**src/rtl/iopage_ctl.sv**
```systemverilog
// I/O-page bus sequencer: latches one CPU access, broadcasts it to the device
// blocks, returns the lowest-index decoder's read data or times out with NXM.
module iopage_ctl #(
  parameter int NDEV    = 4,
  parameter int TIMEOUT = 8
) (
  input  logic                 clk,
  input  logic                 reset_n,
  input  logic                 cpu_req,
  input  logic [12:0]          cpu_addr,
  input  logic                 cpu_wr,
  input  logic                 cpu_byte_op,
  input  logic [15:0]          cpu_data_in,
  output logic                 cpu_ack,
  output logic                 cpu_nxm,
  output logic [15:0]          cpu_data_out,
  output logic                 busy,
  output logic [12:0]          iopage_addr,
  output logic [15:0]          iopage_data_out,
  output logic                 iopage_rd,
  output logic                 iopage_wr,
  output logic                 iopage_byte_op,
  input  logic [NDEV-1:0]      dev_decode,
  input  logic [16*NDEV-1:0]   dev_data,
  output logic                 conflict
);

  localparam int SEL_W = (NDEV > 1) ? $clog2(NDEV) : 1;

  typedef enum logic [2:0] {
    S_IDLE,
    S_DECODE,
    S_ACCESS,
    S_DONE,
    S_WAIT
  } state_t;

  state_t           r_state;
  state_t           w_next;
  logic             r_wr;
  logic [SEL_W-1:0] r_sel;
  logic [7:0]       r_cnt;
  logic [SEL_W-1:0] w_sel;
  logic             w_hit;
  logic             w_multi;
  logic [15:0]      w_rdata;

  // Scan from the top so the lowest asserted decode line ends up selected.
  always_comb begin
    w_sel   = '0;
    w_hit   = 1'b0;
    w_multi = 1'b0;
    for (int i = NDEV - 1; i >= 0; i--) begin
      if (dev_decode[i]) begin
        w_multi = w_multi | w_hit;
        w_hit   = 1'b1;
        w_sel   = SEL_W'(i);
      end
    end
  end

  always_comb begin
    w_rdata = '0;
    for (int i = 0; i < NDEV; i++) begin
      if (r_sel == SEL_W'(i)) w_rdata = dev_data[16*i +: 16];
    end
  end

  always_comb begin
    w_next    = r_state;
    busy      = 1'b1;
    cpu_ack   = 1'b0;
    cpu_nxm   = 1'b0;
    iopage_rd = 1'b0;
    iopage_wr = 1'b0;
    case (r_state)
      S_IDLE: begin
        busy = 1'b0;
        if (cpu_req) w_next = S_DECODE;
      end
      S_DECODE: w_next = w_hit ? S_ACCESS : S_WAIT;
      S_ACCESS: begin
        iopage_rd = ~r_wr;
        iopage_wr = r_wr;
        w_next    = S_DONE;
      end
      S_DONE: begin
        cpu_ack = 1'b1;
        w_next  = S_IDLE;
      end
      S_WAIT: begin
        if (r_cnt == 8'd0) begin
          cpu_nxm = 1'b1;
          w_next  = S_IDLE;
        end
      end
      default: w_next = S_IDLE;
    endcase
  end

  always_ff @(posedge clk or negedge reset_n) begin
    if (!reset_n) begin
      r_state         <= S_IDLE;
      r_wr            <= 1'b0;
      r_sel           <= '0;
      r_cnt           <= '0;
      iopage_addr     <= '0;
      iopage_data_out <= '0;
      iopage_byte_op  <= 1'b0;
      cpu_data_out    <= '0;
      conflict        <= 1'b0;
    end else begin
      r_state <= w_next;
      if (r_state == S_IDLE && cpu_req) begin
        iopage_addr     <= cpu_addr;
        iopage_data_out <= cpu_data_in;
        iopage_byte_op  <= cpu_byte_op;
        r_wr            <= cpu_wr;
      end
      if (r_state == S_DECODE) begin
        if (w_hit) r_sel <= w_sel;
        else       r_cnt <= 8'(TIMEOUT - 1);
        if (w_multi) conflict <= 1'b1;
      end
      if (r_state == S_WAIT && r_cnt != 8'd0) r_cnt <= r_cnt - 8'd1;
      // Write accesses leave the last read value visible to the CPU.
      if (r_state == S_ACCESS && !r_wr) cpu_data_out <= w_rdata;
    end
  end

endmodule

```
**config.mk**
```make
export PLATFORM = sky130hd
export DESIGN_NAME = iopage_ctl
export DESIGN_NICKNAME = d
export VERILOG_FILES = /design/src/rtl/iopage_ctl.sv
export SDC_FILE = /design/constraint.sdc
export NUM_CORES = 1
export LEC_CHECK = 0
export CAP_MARGIN = 20
export CORE_UTILIZATION = 31
export DETAILED_ROUTE_END_ITERATION = 7
export PLACE_DENSITY = 0.73
export SYNTH_ARGS = -nofsm -noshare
export SYNTH_HDL_FRONTEND = slang
export SYNTH_SLANG_ARGS = --single-unit
```
**constraint.sdc**
```tcl
create_clock -name clk -period 3.1 [get_ports clk]
set_clock_uncertainty 0.05 [all_clocks]
set_input_delay 0.62 -clock clk [delete_from_list [all_inputs] [get_ports clk]]
set_output_delay 0.62 -clock clk [all_outputs]
set_load 0.01 [all_outputs]
```
==> metrics <==
status finished clean; Num CTS Buffers 9; Synth Warn # 0; critical path class reg2out; Post-CTS Setup Inserts 0; Lkg Pwr 1.893 nW; CTS tree done; Worst R2R End iopage_data_out[2]$_DFFE_PN0P_; Routed WL 7.113 mm; detailed-route via count 2232; die footprint 9846 sq um; die height 99.23 microns; crit path buf inv count 2; global-route wire length before repair 11.90 mm; clock buffer depth 2; mapped cell area 2930 sq um; DRT iter0 DRCs 33; initial antenna violation count 0; wire length per cell 15.04 microns; startpoint types flip-flop; CP endpoint kind output pin; Clock Latency Late Sink 0.32 ns; R2R Setup Slk 1.19 ns; pwr/cell area 885.7 nW/um^2; Seq/Total Area, Yosys 52.09%; RSZ-0062 raised after global routing false; DP Wirelength 5.431 mm; Die X 99.23 microns; RR Startpoint r_state[0]$_DFFE_PN0P_; Worst-path clk slew 0.07 ns; Nets 461; Worst slew margin 50.32%; Min-Delay Path Class in2async; Pins Over Slew Limit 0; final hold violations 0; post-route ant nets 0; worst-margin pin slew 0.7452 ns; CP Max Fanout 4; max_cap viols 0; CTS sink count 61; GPL Wtd Cong 0.7459; crit path cell chain inv_1 > ha_1 > nor2b_1 > nand3_1 > nor2_1 > clkdlybuf4s50_1; hold buffer count at CTS 0; Critical Path AT 2.09 ns; GR Overflow Total 0; Core ar. 9196 sq um; Post-Syn Area per Cell 14.87 sq um; Yosys cell types 38; critical path launch point r_cnt[0]$_DFFE_PN0P_; worst vdd ir 0.3343 mV; CTS root buf clkbuf_8; largest net degree at the start of global routing 34; required time of the critical path 2.43 ns; initial core utilization 31.86%; total power draw 4.214 mW; DRC 0; post-CTS sizing 0; WP depth 6; layout cell share with drive strength beyond 1 23.76%; shortest period the worst path allows 2.756 ns; number of core rows 35; All-Layer GR Usage 15.51%; IO Port Bufs 153; endpoints failing setup 0; CP max-delay cell clkdlybuf4s50_1; area growth from synthesis to layout 62.38%; FMAX 0.3628 GHz; worst reg2reg path depth 4; boundary pin count 154; synthesized flop and latch total 61; peak per-stage delay on the critical path 0.53 ns; CP delay by family, top buffers and inverters; DR vias/cell 4.719; Syn Inst Count 197; vias in the first global route 2512; fin crit share 88.92%; Antenna Cells 0; drt pass-1 iters 4; Post-Syn Nets 301; Setup TNS 0 ns; Max H-tree Level 3
-- metrics by stage --
stage / util (%) / setup WS, ns / hold slack [ns] / instances / area [sq um]
after floorplan: - / 1.235 / 0.2744 / 197 / 2930
after global placement: 49.65 / 0.7461 / 0.4186 / 457 / 4566
after detailed placement: 49.65 / 0.6782 / 0.4285 / 457 / 4566
after CTS: 51.74 / 0.2995 / 0.2821 / 473 / 4758
after global routing: 51.74 / 0.1859 / 0.3257 / 473 / 4758
final: 51.74 / 0.3435 / 0.2876 / 473 / 4758
-- final cells by class --
class / count / area (sq um)
clock buffers: 12 / 145.1
clock inverters: 4 / 47.55
fillers: 814 / 4438
inverters: 3 / 11.26
multi-input cells: 124 / 1313
flip-flops and latches: 61 / 1526
well taps: 111 / 138.9
repair buffers: 158 / 1577
-- kinds of logic after synthesis --
kind of cell,synth area share [%]
AOI/OAI and AO/OA,4.099
adders and majority gates,1.195
buffers and inverters,3.116
DFF,52.09
muxes,31.38
and+or+nand+nor,8.113
-- routing by layer --
metal | track usage, % | share of wire, %
met5 | 0 | 0
met4 | 5.995 | 0.75
met3 | 3.584 | 6.5
met2 | 27.67 | 51
met1 | 18.08 | 42
-- how the worst max path moves through the flow --
stage                     endpoint
after floorplan            cpu_nxm
after global placement     cpu_nxm
after detailed placement   cpu_nxm
after CTS                  cpu_nxm
after global routing       cpu_nxm
final                      cpu_nxm
-- cell usage in the layout, fill, tap and decap left out, types with 4 or more instances in the layout --
cell,synthesis,final
buf_4,2,4
clkbuf_8,0,10
clkdlybuf4s50_1,0,152
dfrtp_1,61,61
mux2_2,45,45
mux4_2,16,16
nand3_1,5,5
nor2_1,8,8
nor3_1,4,4
o21a_1,4,4
-- worst register-to-register path: stages (launching register included) --
cell and delay [ns]:
dfrtp_1 0.44, or3_1 0.45, nor2_4 0.09, buf_4 0.35, mux2_2 0.41
-- state kept, by name (all words and copies together) (netlist names) --
register	flops
cpu_data_out	16
r_cnt	8
iopage_byte_op	1
iopage_addr	13
r_state	3
iopage_data_out	16
r_sel	2
conflict	1
r_wr	1
-- report_power, final --
group | switching, mW | internal (mW) | leakage (nW)
clock network | 0.297 | 0.391 | 0.0964
logic | 0.740 | 1.31 | 1.08
registers | 0.276 | 1.20 | 0.718
-- cells in the mapped netlist --
cell type / n / area share, %
a211oi_1: 1 / 0.26
a21oi_1: 3 / 0.51
a31oi_1: 1 / 0.21
a31oi_4: 1 / 0.73
and2_1: 1 / 0.21
and3b_1: 1 / 0.30
buf_4: 2 / 0.51
buf_6: 5 / 1.9
clkbuf_1: 1 / 0.13
clkbuf_2: 1 / 0.17
dfrtp_1: 61 / 52
ha_1: 2 / 0.85
inv_1: 3 / 0.38
maj3_1: 1 / 0.34
mux2_1: 2 / 0.77
mux2_2: 45 / 17
mux2i_1: 3 / 1.0
mux4_2: 16 / 12
nand2_1: 3 / 0.38
nand2b_1: 2 / 0.43
nand3_1: 5 / 0.85
nand3b_1: 1 / 0.26
nand4_1: 1 / 0.21
nand4b_1: 1 / 0.30
nor2_1: 8 / 1.0
nor2_4: 1 / 0.38
nor2b_1: 3 / 0.64
nor3_1: 4 / 0.68
nor3_4: 1 / 0.56
nor3b_1: 3 / 0.77
nor4_1: 1 / 0.21
o21a_1: 4 / 1.0
o21ai_0: 2 / 0.34
o21bai_1: 1 / 0.26
o31ai_1: 3 / 0.77
or3_1: 1 / 0.21
or3b_2: 1 / 0.30
or3b_4: 1 / 0.38
(Power assumes the default switching activity.)
